<file path="config.mk">
export PLATFORM = sky130hd
export DESIGN_NAME = hack_rom_loader
export DESIGN_NICKNAME = d
export VERILOG_FILES = /design/src/rtl/hack_loader_pkg.sv /design/src/rtl/hack_rom_loader.sv
export SDC_FILE = /design/constraint.sdc
export NUM_CORES = 1
export LEC_CHECK = 0
export CAP_MARGIN = 10
export CORE_MARGIN = 4
export CORE_UTILIZATION = 57
export DETAILED_ROUTE_END_ITERATION = 16
export PLACE_DENSITY_LB_ADDON = 0.08
export SKIP_CTS_REPAIR_TIMING = 1
export SLEW_MARGIN = 25
export SYNTH_ARGS = -nofsm -noshare
export SYNTH_HDL_FRONTEND = slang
export SYNTH_SLANG_ARGS = --single-unit
</file>
<file path="constraint.sdc">
create_clock -name Clk -period 6.7 [get_ports Clk]
set_clock_uncertainty 0.15 [all_clocks]
set_input_delay 1.34 -clock Clk [delete_from_list [all_inputs] [get_ports Clk]]
set_output_delay 1.34 -clock Clk [all_outputs]
set_load 0.005 [all_outputs]
</file>
<file path="src/rtl/hack_loader_pkg.sv">
// Shared types and constants for the Hack ROM byte-stream loader.
// Used by the RTL and by the bench stream driver.
package hack_loader_pkg;

    localparam int ADDR_W_DEFAULT = 10;
    localparam int DATA_W         = 16;

    // Frame byte order: little-endian length and words, low byte first.
    localparam int LO_SHIFT = 0;
    localparam int HI_SHIFT = 8;

    typedef enum logic [3:0] {
        IDLE,
        LEN_LO,
        LEN_HI,
        DATA_LO,
        DATA_HI,
        CSUM,
        CHECK,
        RUN,
        ERROR
    } loader_state_t;

    function automatic logic [15:0] join_bytes(input logic [7:0] lo, input logic [7:0] hi);
        return (16'(hi) << HI_SHIFT) | (16'(lo) << LO_SHIFT);
    endfunction

endpackage

</file>
<file path="src/rtl/hack_rom_loader.sv">
// Writer side of the Hack instruction ROM: assembles a checksummed byte stream into
// 16-bit words, writes them to the ROM port and releases the core on a good load.
module hack_rom_loader
    import hack_loader_pkg::*;
#(
    parameter int ADDR_W = ADDR_W_DEFAULT
) (
    input  logic              Clk,
    input  logic              Reset,
    input  logic              start,
    input  logic              in_valid,
    input  logic [7:0]        in_data,
    output logic              in_ready,
    output logic              rom_we,
    output logic [ADDR_W-1:0] rom_addr,
    output logic [DATA_W-1:0] rom_wdata,
    output logic              cpu_hold,
    output logic              done,
    output logic              err,
    output logic [ADDR_W:0]   words_loaded
);

    localparam logic [16:0] MAX_WORDS = 17'(2 ** ADDR_W);

    loader_state_t     state_q, state_d;
    logic [7:0]        lo_q, lo_d;
    logic [7:0]        len_lo_q, len_lo_d;
    logic [ADDR_W:0]   len_q, len_d;
    logic [7:0]        csum_q, csum_d;
    logic [ADDR_W:0]   words_q, words_d;
    logic              rom_we_q, rom_we_d;
    logic [ADDR_W-1:0] rom_addr_q, rom_addr_d;
    logic [DATA_W-1:0] rom_wdata_q, rom_wdata_d;
    logic              cpu_hold_q, cpu_hold_d;
    logic              done_q, done_d;
    logic              err_q, err_d;

    logic        hs;
    logic [15:0] frame_len;

    // start wins over a byte offered in the same cycle.
    assign in_ready  = (state_q inside {LEN_LO, LEN_HI, DATA_LO, DATA_HI, CSUM}) && !start;
    assign hs        = in_valid && in_ready;
    assign frame_len = join_bytes(len_lo_q, in_data);

    always_comb begin
        // NOTE: every signal assigned here gets a default first, so no path infers a latch.
        state_d     = state_q;
        lo_d        = lo_q;
        len_lo_d    = len_lo_q;
        len_d       = len_q;
        csum_d      = csum_q;
        words_d     = words_q;
        rom_we_d    = 1'b0;
        rom_addr_d  = rom_addr_q;
        rom_wdata_d = rom_wdata_q;
        cpu_hold_d  = cpu_hold_q;
        done_d      = done_q;
        err_d       = err_q;

        if (start) begin
            state_d    = LEN_LO;
            csum_d     = '0;
            words_d    = '0;
            done_d     = 1'b0;
            err_d      = 1'b0;
            cpu_hold_d = 1'b1;
        end else begin
            // The checksum byte is folded in too, so a good frame leaves zero.
            if (hs) csum_d = csum_q ^ in_data;
            unique case (state_q)
                LEN_LO: if (hs) begin
                    len_lo_d = in_data;
                    state_d  = LEN_HI;
                end
                LEN_HI: if (hs) begin
                    len_d = frame_len[ADDR_W:0];
                    if ({1'b0, frame_len} > MAX_WORDS) begin
                        state_d = ERROR;
                        err_d   = 1'b1;
                    end else if (frame_len == 16'd0) begin
                        state_d = CSUM;
                    end else begin
                        state_d = DATA_LO;
                    end
                end
                DATA_LO: if (hs) begin
                    lo_d    = in_data;
                    state_d = DATA_HI;
                end
                DATA_HI: if (hs) begin
                    rom_we_d    = 1'b1;
                    rom_addr_d  = words_q[ADDR_W-1:0];
                    rom_wdata_d = join_bytes(lo_q, in_data);
                    words_d     = words_q + 1'b1;
                    state_d     = (words_q + 1'b1 == len_q) ? CSUM : DATA_LO;
                end
                CSUM: if (hs) state_d = CHECK;
                CHECK: begin
                    if (csum_q == 8'h00) begin
                        state_d    = RUN;
                        done_d     = 1'b1;
                        cpu_hold_d = 1'b0;
                    end else begin
                        state_d = ERROR;
                        err_d   = 1'b1;
                    end
                end
                default: ;
            endcase
        end
    end

    always_ff @(posedge Clk) begin
        if (Reset) begin
            state_q     <= IDLE;
            lo_q        <= '0;
            len_lo_q    <= '0;
            len_q       <= '0;
            csum_q      <= '0;
            words_q     <= '0;
            rom_we_q    <= 1'b0;
            rom_addr_q  <= '0;
            rom_wdata_q <= '0;
            cpu_hold_q  <= 1'b1;
            done_q      <= 1'b0;
            err_q       <= 1'b0;
        end else begin
            state_q     <= state_d;
            lo_q        <= lo_d;
            len_lo_q    <= len_lo_d;
            len_q       <= len_d;
            csum_q      <= csum_d;
            words_q     <= words_d;
            rom_we_q    <= rom_we_d;
            rom_addr_q  <= rom_addr_d;
            rom_wdata_q <= rom_wdata_d;
            cpu_hold_q  <= cpu_hold_d;
            done_q      <= done_d;
            err_q       <= err_d;
        end
    end

    assign rom_we       = rom_we_q;
    assign rom_addr     = rom_addr_q;
    assign rom_wdata    = rom_wdata_q;
    assign cpu_hold     = cpu_hold_q;
    assign done         = done_q;
    assign err          = err_q;
    assign words_loaded = words_q;

endmodule

</file>
### Yosys cells after proc, flatten, opt, wreduce, memory -nomap -nowiden

Index checks and enable logic that the tools add are counted.

* bits of input ports: 12
* output and inout port bits: 42
* register bits after elaboration: 80

* equality and inequality tests: 19
* magnitude comparators: 1
* bitwise gates (word level): 5
* reductions and logical operators: 20
* multiplexer cells: 16
* $add $sub $neg: 1

Operator list (number)
* 16-bit by 8-bit OR with 16-bit output: 2
* 4-bit 2-to-1 mux: 7
* 4-bit one-hot mux with 6 select lines: 1
* 16-bit by 11-bit greater-than comparator with 1-bit output, second input constant: 1
* 16-bit zero test: 1
* 3-bit inequality test, second input constant: 5
* 4-bit by 3-bit == test with 1-bit output, second input constant: 3
* 2-bit inequality test, second input constant: 6
* 3-bit AND reduction: 4
* 6-bit AND reduction: 2
* 11-bit by 1-bit adder with 11-bit output, second input constant: 1
* 11-bit == test: 1
* 4-bit by 2-bit == test with 1-bit output, second input constant: 2
* 8-bit zero test: 1
* 8-bit XOR: 1
* 7-bit nonzero test: 1
* 3-bit 2-to-1 mux: 2
* 6-bit nonzero test: 1
* 1-bit 2-to-1 mux: 5
* 5-bit nonzero test: 1
* 4-bit by 1-bit == test with 1-bit output, second input constant: 1
* 2-bit AND reduction: 2
* 4-bit AND reduction: 1
* 3-bit OR reduction: 1
* 7 further kinds: 9

### Longest topological paths before layout

Gate-level depths: netlist of the first run.

* depth in word-level cells: 7
* mapped depth: 8

### Worst setup path after synthesis of the first run

Ideal clock, no wire load.

* path type: input to output
* from: input start
* to: output in_ready
* buffers on the path: 0
* stages on the path: 1
* slack: 3.574 ns
* arrival time: 1.636 ns
* cells stage by stage: nor4_1

* longest elaborated chain between the ends: 2

RTL lines
* from (decl): RTL line hack_rom_loader.sv:10 `input logic start,`
* 1-bit zero test: RTL line hack_rom_loader.sv:42 `assign in_ready = (state_q inside {LEN_LO, LEN_HI, DATA_LO, DATA_HI, CSUM}) && !start;`
* 1-bit logical AND: RTL line hack_rom_loader.sv:42
* to (decl): RTL line hack_rom_loader.sv:13 `output logic in_ready,`

No other way between the ends.

### Worst setup path after layout of the first run

Ends and elaborated chain as after synthesis.

==> results of run 1 <==
[worst paths after layout]
kind / end / from / cells after the start
worst max-delay path: in_ready / start / 3
worst min-delay path: err$_SDFFE_PP0P_ / err$_SDFFE_PP0P_ / 2
worst max register to register: rom_addr[7]$_SDFFE_PP0P_ / state_q[2]$_SDFFE_PP0P_ / 6
worst min register to register: err$_SDFFE_PP0P_ / err$_SDFFE_PP0P_ / 2
[layout make-up]
type                            instances  area [um2]  share of cell area, %
Timing Repair Buffer                   54         533                   12.7
Multi-Input combinational cell        294        1680                   40.1
Sequential cell                        80        1600                   38.2
Tap cell                               72        90.1                   2.15
Inverter                                5        18.8                  0.448
Clock buffer                           10         138                   3.28
Clock inverter                          5         129                   3.07
[layer usage]
layer / up-vias / share of wire (%) / track usage [%]
met2: 65 / 48 / 37.2
li1: 1438 / - / -
met4: 0 / 1.3 / 8.35
met5: - / 0 / 0
met3: 9 / 4.7 / 4.13
met1: 1339 / 46 / 28.2
[stage by stage]
step	setup slack (ns)	area, um2	util [%]	cells	hold slack [ns]
6_report	2.47	4190	73.9	520	0.291
2_1_floorplan	3.57	3430	-	405	0.282
3_5_place_dp	2.24	3930	69.2	505	0.283
4_1_cts	2.46	4190	73.9	520	0.296
5_1_grt	2.33	4190	73.9	520	0.327
3_3_place_gp	2.03	3920	69.1	505	0.282
[state kept, by name (all words and copies together) (netlist names)]
| name | count |
|---|---|
| done | 1 |
| state_q | 4 |
| len_lo_q | 8 |
| cpu_hold | 1 |
| len_q | 11 |
| csum_q | 8 |
| rom_we | 1 |
| rom_addr | 10 |
| err | 1 |
| rom_wdata | 16 |
| lo_q | 8 |
| words_loaded | 11 |
[power breakdown]
part	switching (mW)	internal, mW
registers	0.00261	0.477
logic	0.0218	0.0132
clock network	0.168	0.294
total	0.192	0.785
[logic make-up (layout without fill, tap and decap cells)]
kind of cell    after synthesis  count (layout)  synth area share (%)
flops                        80              80                  46.7
xor+xnor                     31              31                  7.93
simple gates                177             177                  22.9
compound gates               58              58                  10.0
fa+ha+maj                     1               1                 0.365
buf+inv                      31              74                  4.20
mux                          27              27                  7.89
[cell usage in the layout, fill, tap and decap left out, types with 2 or more instances in the layout]
master,instances
nand3_1,4
nor3b_1,5
inv_1,5
mux2i_1,27
and2_1,2
o31ai_1,2
nor4_1,8
o21ai_0,9
dfxtp_1,80
xor2_1,16
nand4_1,2
bufinv_16,4
or3_1,2
xnor2_1,15
and3_1,2
nor3_1,8
clkbuf_8,10
a21oi_1,33
nor2_1,59
clkdlybuf4s50_1,52
nand2_1,75
[worst reg2reg max path, stage by stage (launching register included)]
cell and delay (ns):
dfxtp_1 0.56, nor3_1 0.14, nor3b_2 0.65, and2_0 0.94, buf_4 0.35, nand2_1 0.09
a21oi_1 0.14
==> reports/metrics.yaml, run 1 <==
outcome:
  status: "finished clean"
sta:
  worstMarginPinSlew_ns: 1.08
  finalCritPeriodShare_pct: 63.1
  slew_violations: 0
  finalHoldViolCount: 0
  rsz0062_at_grt: "false"
  fmax_mhz: 236
  fin_crit_ns: 4.23
  fin_setup_tns_ns: 0
  slew_headroom_pct: 27.9
  finalSetupViolations: 0
floorplanning:
  row_count: 27
  core_area_um2: 5680
  start_util_pct: 60.4
  dieArea_um2: 7310
  die_w_um: 85.5
  die_h_um: 85.5
  ios: 54
clock_tree:
  htree_levels: 3
  cts-root-buf: "clkbuf_8"
  clock_sinks: 80
  cts_tree: "built"
  clkLatencyLatePin_ns: 0.34
  cts_made_buffers: 9
  clock_path_buffers: 2
  clk_pin_slew_worst_paths_ns: 0.08
synth:
  synth-edff-count: 0
  synthTopCellsByCount: "80 x dfxtp_1, 76 x nand2_1, 59 x nor2_1, 33 x a21oi_1, 27 x mux2i_1"
  synth_top_area_share_pct: 46.7
  synth_area_leaders: "dfxtp_1 47%, nand2_1 8.3%, mux2i_1 7.9%"
  synthArstFlopShare_pct: 0
  syn_avg_cell_area_um2: 8.46
  yosysWarnings: 0
  yosysMostFrequentCell: "dfxtp_1"
  syn_area_um2: 3430
  synthFlopType: "dfxtp_1"
  synth_cell_type_count: 46
  synthCells: 405
  synth_nets: 418
  synth.largest_area_cell: "dfxtp_1"
  ys_seq_elements: 80
  ys_seq_area_share_pct: 46.7
detailed_routing:
  drt_wl_total_mm: 7.60
  via_per_inst: 5.48
  drtAntennaViolNets: 0
  drt_first_pass_iters: 4
  dr_total_vias: 2851
  drc: 0
  drt_iter0_drc: 268
  detail_route.wl_per_cell_um: 14.6
power:
  power_leakage_nw: 1.62
  power.density_nw_per_um2: 233
  ir_worst_vdd_v: 0.000145
  p_total_uw: 977
final_layout:
  syn_to_final_growth_pct: 22.4
  n_antenna_cell: 0
  nFillCells: 454
  drive_above_1_share_pct: 5.13
  final_nets: 457
critical_path:
  cp-end-kind: "output pin"
  cp_cell_sequence: "clkdlybuf4s50_1, nor4_1, clkdlybuf4s50_1"
  rrSetupSlack_ns: 3.60
  startpoint_type: "primary input"
  cp.required_ns: 5.21
  cp_slowest_stage_delay_ns: 0.55
  crit_slowest_cell: "clkdlybuf4s50_1"
  critPathMostFrequentCell: "clkdlybuf4s50_1"
  path_class: "in2out"
  critPathMaxFanout: 7
  arrival_ns: 2.74
  critPathBufInv: 2
  path_delay_family: "buffers and inverters"
place:
  port_buffers: 53
  hpwl_mm: 5.14
  globalplace.congestion: 0.870
grt:
  antenna_found_initial: 0
  grtUsageTotal_pct: 22.1
  grt-ovfl-total: 0
  grt_pass1_vias: 2750
  grt_pass1_wl_mm: 13.0
  grt_start_max_net_pins: 57
job:
  max_cap_violations: 0
worst_hold_path:
  min_path_type: "reg2reg"
(Power assumes the default switching activity.)
==> inputs of run 2 (changes only) <==
--- a/config.mk
+++ b/config.mk
@@ -7,7 +7,7 @@
 export LEC_CHECK = 0
 export CAP_MARGIN = 10
 export CORE_MARGIN = 4
-export CORE_UTILIZATION = 57
+export CORE_UTILIZATION = 48
 export DETAILED_ROUTE_END_ITERATION = 16
 export PLACE_DENSITY_LB_ADDON = 0.08
 export SKIP_CTS_REPAIR_TIMING = 1
==> constraint.sdc (replaced) <==
create_clock -name Clk -period 3.5 [get_ports Clk]
set_clock_uncertainty 0.15 [all_clocks]
set_input_delay 0.7 -clock Clk [delete_from_list [all_inputs] [get_ports Clk]]
set_output_delay 0.7 -clock Clk [all_outputs]
set_load 0.005 [all_outputs]
==> run 2 against run 1 <==
Effect of this change: sequential share of layout area decreased by 0.15 points; hold slack improved by 0.0058 ns; non-clock buffer count increased by 7; critical path depth unchanged; clock-buffer cell count decreased by 1; final cell count increased by 6.2%.
==> reports/metrics.yaml, run 2 (same netlist as run 1, synthesis figures left out) <==
outcome:
  status: "finished clean"
sta:
  fmax_mhz: 344
  finalHoldViolCount: 0
  rsz0062_at_grt: "false"
  fin_crit_ns: 2.90
  slew_violations: 0
  slew_headroom_pct: 61.6
  finalSetupViolations: 0
  finalCritPeriodShare_pct: 82.9
  fin_setup_tns_ns: 0
  worstMarginPinSlew_ns: 0.575
detailed_routing:
  drc: 0
  drt_first_pass_iters: 4
  drtAntennaViolNets: 0
  detail_route.wl_per_cell_um: 14.0
  dr_total_vias: 2878
  drt_wl_total_mm: 7.71
  via_per_inst: 5.21
  drt_iter0_drc: 167
final_layout:
  drive_above_1_share_pct: 6.58
  stdcell_count: 552
  final_common_cell: "dfxtp_1"
  final_nets: 464
  n_antenna_cell: 0
  syn_to_final_growth_pct: 22.9
  largest_reg_flops: 16
  layout_common_cells: "80 x dfxtp_1, 76 x nand2_1, 59 x nor2_1"
critical_path:
  reg2reg_depth: 7
  cp.required_ns: 2.65
  rrSetupSlack_ns: 0.91
  cp_slowest_stage_delay_ns: 0.55
  cp-end-kind: "output pin"
  critPathMostFrequentCell: "clkdlybuf4s50_1"
  r2r-start: "words_loaded[0]$_SDFFE_PP0P_"
  cp_cell_sequence: "clkdlybuf4s50_1, nor4_1, clkdlybuf4s50_1"
  startpoint_type: "primary input"
  worstReg2RegEnd: "state_q[2]$_SDFFE_PP0P_"
  crit_slowest_cell: "clkdlybuf4s50_1"
  path_class: "in2out"
  critPathMaxFanout: 7
  arrival_ns: 2.05
clock_tree:
  clock_sinks: 80
  cts_tree: "built"
  cts-root-buf: "clkbuf_8"
  clock_path_buffers: 2
  cts_made_buffers: 9
  clkLatencyLatePin_ns: 0.35
  htree_levels: 3
  clk_pin_slew_worst_paths_ns: 0.08
place:
  globalplace.congestion: 0.826
  hpwl_mm: 5.39
  place_inst: 536
  port_buffers: 53
job:
  max_cap_violations: 0
power:
  power_leakage_nw: 1.63
  ir_worst_vdd_v: 0.000238
  power.density_nw_per_um2: 401
floorplanning:
  die_w_um: 92.5
  dieArea_um2: 8550
  ios: 54
  start_util_pct: 49.9
  row_count: 30
  die_h_um: 92.5
  core_area_um2: 6870
grt:
  grt-ovfl-total: 0
  grt_pass1_wl_mm: 12.8
  grt_start_max_net_pins: 56
  grtUsageTotal_pct: 18.5
  antenna_found_initial: 0
  grt_pass1_vias: 2661
worst_hold_path:
  min_from: "err$_SDFFE_PP0P_"
  min_path_type: "reg2reg"
  min_delay_path_depth: 2
  min_to: "err$_SDFFE_PP0P_"
[run 2: power by group]
group,internal (mW),switching [mW]
clock,0.337,0.363
combinational,0.0280,0.0426
sequential,0.914,0.00509
total,1.28,0.410
[run 2: per-layer routing]
layer  GRT usage (%)  share of wire, %  wire [um]  vias up
met5               0                 0          0        -
met4            7.18               1.2         95        0
met3            3.41               3.7        285        8
met2            30.1                47       3620       52
met1            24.2                48       3710     1358
li1                -                 -          -     1460
[run 2: how the worst max path moves through the flow]
stage / end / from / slack (ns)
finish: in_ready / start / 0.60
global route: in_ready / start / 0.56
CTS: in_ready / start / 0.59
detailed placement: words_loaded[3]$_SDFFE_PP0P_ / start / 0.55
global placement: words_loaded[2]$_SDFFE_PP0P_ / start / 0.58
floorplan: state_q[2]$_SDFFE_PP0P_ / words_loaded[0]$_SDFFE_PP0P_ / 1.23
[run 2: critical path: cells and delay by family]
kind	cells	cell delay [ns]
and+or+nand+nor	1	0.30
buffers and inverters	2	1.06
[run 2: layout make-up]
class                           count  area (um2)
Clock buffer                        9         124
Clock inverter                      7        78.8
Fill cell                         640        2660
Inverter                            5        18.8
Multi-Input combinational cell    294        1680
Sequential cell                    80        1600
Tap cell                           96         120
Timing Repair Buffer               61         586
[run 2: per-stage QoR]
stage                     cell area [um2]  util (%)  worst slack [ns]  hold WS [ns]  power, mW
after floorplan                      3430         -              1.23         0.282      0.978
after global placement               4010      58.3             0.576         0.280       1.01
after detailed placement             4010      58.3             0.550         0.284       1.01
after CTS                            4210      61.3             0.589         0.297       1.70
after global routing                 4210      61.3             0.557         0.312       1.75
final                                4210      61.3             0.597         0.297       1.69
==> inputs of run 3 (changes only) <==
==> constraint.sdc (replaced) <==
create_clock -name Clk -period 2.5 [get_ports Clk]
set_clock_uncertainty 0.15 [all_clocks]
set_input_delay 0.5 -clock Clk [delete_from_list [all_inputs] [get_ports Clk]]
set_output_delay 0.5 -clock Clk [all_outputs]
set_load 0.005 [all_outputs]
==> run 3 against run 2 <==
Effect of this change: wire length up 6.5%; first-iteration DRC count up 6.0%; final area up 5.6%; largest cell class unchanged; core utilization up 3.4 points; global-route usage up 1.3 points; setup slack worse by 0.52 ns; critical path depth unchanged; combinational power up 59%; final cell count up 4.7%; power up 42%.
==> reports/metrics.yaml, run 3 (same netlist as run 1, synthesis figures left out) <==
power:
  netSwitchingPower_uw: 587
  ir_worst_vdd_v: 0.000457
  comb_power_share_pct: 4.7
  switching_share_pct: 24.5
  p_total_mw: 2.40
  power_leakage_nw: 1.76
  intPower_mw: 1.81
  power_frac_seq_pct: 53.7
  pwr-share-clk_pct: 41.6
  power.density_nw_per_um2: 540
sta:
  fin_setup_tns_ns: 0
  slew_headroom_pct: 61.5
  whs_ns: 0.293
  rsz0062_at_grt: "false"
  fmax_mhz: 413
  finalCritPeriodShare_pct: 96.8
  fin_crit_ns: 2.42
  slew_violations: 0
  finalHoldViolCount: 0
  finalSetupViolations: 0
  worstMarginPinSlew_ns: 0.578
clock_tree:
  clkLatencyLatePin_ns: 0.35
  htree_levels: 3
  cts-root-buf: "clkbuf_8"
  clock_path_buffers: 2
  cts_tree: "built"
  clk_pin_slew_worst_paths_ns: 0.08
  clock_sinks: 80
  cts_made_buffers: 9
outcome:
  status: "finished clean"
place:
  port_buffers: 53
  place_inst: 562
  globalplace.congestion: 0.811
  hpwl_mm: 5.93
critical_path:
  startpoint_type: "register"
  cp.required_ns: 1.85
  cp_slowest_stage_delay_ns: 0.55
  cp_cell_sequence: "nor3_1, nor4_1, clkdlybuf4s50_1"
  crit_slowest_cell: "dfxtp_1"
  path_class: "reg2out"
  critPathMaxFanout: 12
  arrival_ns: 1.77
  cp-end-kind: "output pin"
floorplanning:
  row_count: 30
  ios: 54
  start_util_pct: 49.9
  die_w_um: 92.5
  die_h_um: 92.5
  dieArea_um2: 8550
  core_area_um2: 6870
grt:
  grt_pass1_vias: 2828
  grt-ovfl-total: 0
  antenna_found_initial: 0
  grt_start_max_net_pins: 56
  grt_pass1_wl_mm: 13.6
  grtUsageTotal_pct: 19.8
final_layout:
  layout_common_cells: "79 x dfxtp_1, 76 x nand2_1, 59 x nor2_1"
  syn_to_final_growth_pct: 29.7
  final_common_cell: "dfxtp_1"
  largest_reg_flops: 16
  final_nets: 490
  final_core_util_pct: 64.7
  drive_above_1_share_pct: 12.2
  n_antenna_cell: 0
  stdcell_count: 578
job:
  max_cap_violations: 0
detailed_routing:
  drt_iter0_drc: 177
  detail_route.wl_per_cell_um: 14.2
  drt_first_pass_iters: 4
  drtAntennaViolNets: 0
  drt_wl_total_mm: 8.22
  drc: 0
  via_per_inst: 5.24
  dr_total_vias: 3026
worst_hold_path:
  min_path_type: "reg2reg"
## run 3: cell types whose count changed in the layout (fill, tap and decap cells not counted), sizes merged
cell	previous run	this run
clkinvlp	0	1
clkinv	4	1
inv	7	9
buf	9	35
## run 3: worst paths after layout
| path | endpoint | slack (ns) | startpoint | cells past startpoint |
|---|---|---|---|---|
| setup / recovery | in_ready | 0.08 | state_q[2]$_SDFFE_PP0P_ | 3 |
| hold reg to reg | err$_SDFFE_PP0P_ | 0.29 | err$_SDFFE_PP0P_ | 2 |
| setup reg to reg | state_q[2]$_SDFFE_PP0P_ | 0.16 | words_loaded[1]$_SDFFE_PP0P_ | 7 |
| hold / removal | err$_SDFFE_PP0P_ | 0.29 | err$_SDFFE_PP0P_ | 2 |
## run 3: metal layers
metal | up-vias | share of wire (%) | track usage, % | wire length (um)
met2 | 97 | 47 | 31.9 | 3850
met5 | - | 0 | 0 | 0
met1 | 1408 | 46 | 26.2 | 3820
met3 | 17 | 4.9 | 4.39 | 399
met4 | 0 | 1.8 | 6.93 | 151
li1 | 1504 | - | - | -
## run 3: worst max-delay path, delay by kind of cell, from the launching register on
| kind | cells | cell delay, ns |
|---|---|---|
| buffers and inverters | 1 | 0.54 |
| flip-flops | 1 | 0.55 |
| AND/OR/NAND/NOR | 2 | 0.33 |
## run 3: final cells by class
cell class / count / area [um2]
Sequential cell: 80 / 1600
Inverter: 5 / 18.8
Clock buffer: 9 / 124
Multi-Input combinational cell: 294 / 1690
Clock inverter: 7 / 83.8
Fill cell: 610 / 2430
Timing Repair Buffer: 87 / 806
Tap cell: 96 / 120
## run 3: power by group through the flow
stage	registers [mW]	clock network, mW	logic, mW
2_1_floorplan	1.31	0	0.0570
3_3_place_gp	1.32	0	0.111
3_5_place_dp	1.32	0	0.112
4_1_cts	1.29	1.02	0.113
5_1_grt	1.29	1.08	0.123
6_report	1.29	0.998	0.112
## run 3: per-stage QoR
step / instance area (um2) / worst slack [ns]
floorplan: 3430 / 0.227
global placement: 4230 / -0.0318
detailed placement: 4230 / -0.0829
CTS: 4430 / 0.0811
global route: 4440 / 0.0149
finish: 4440 / 0.0812
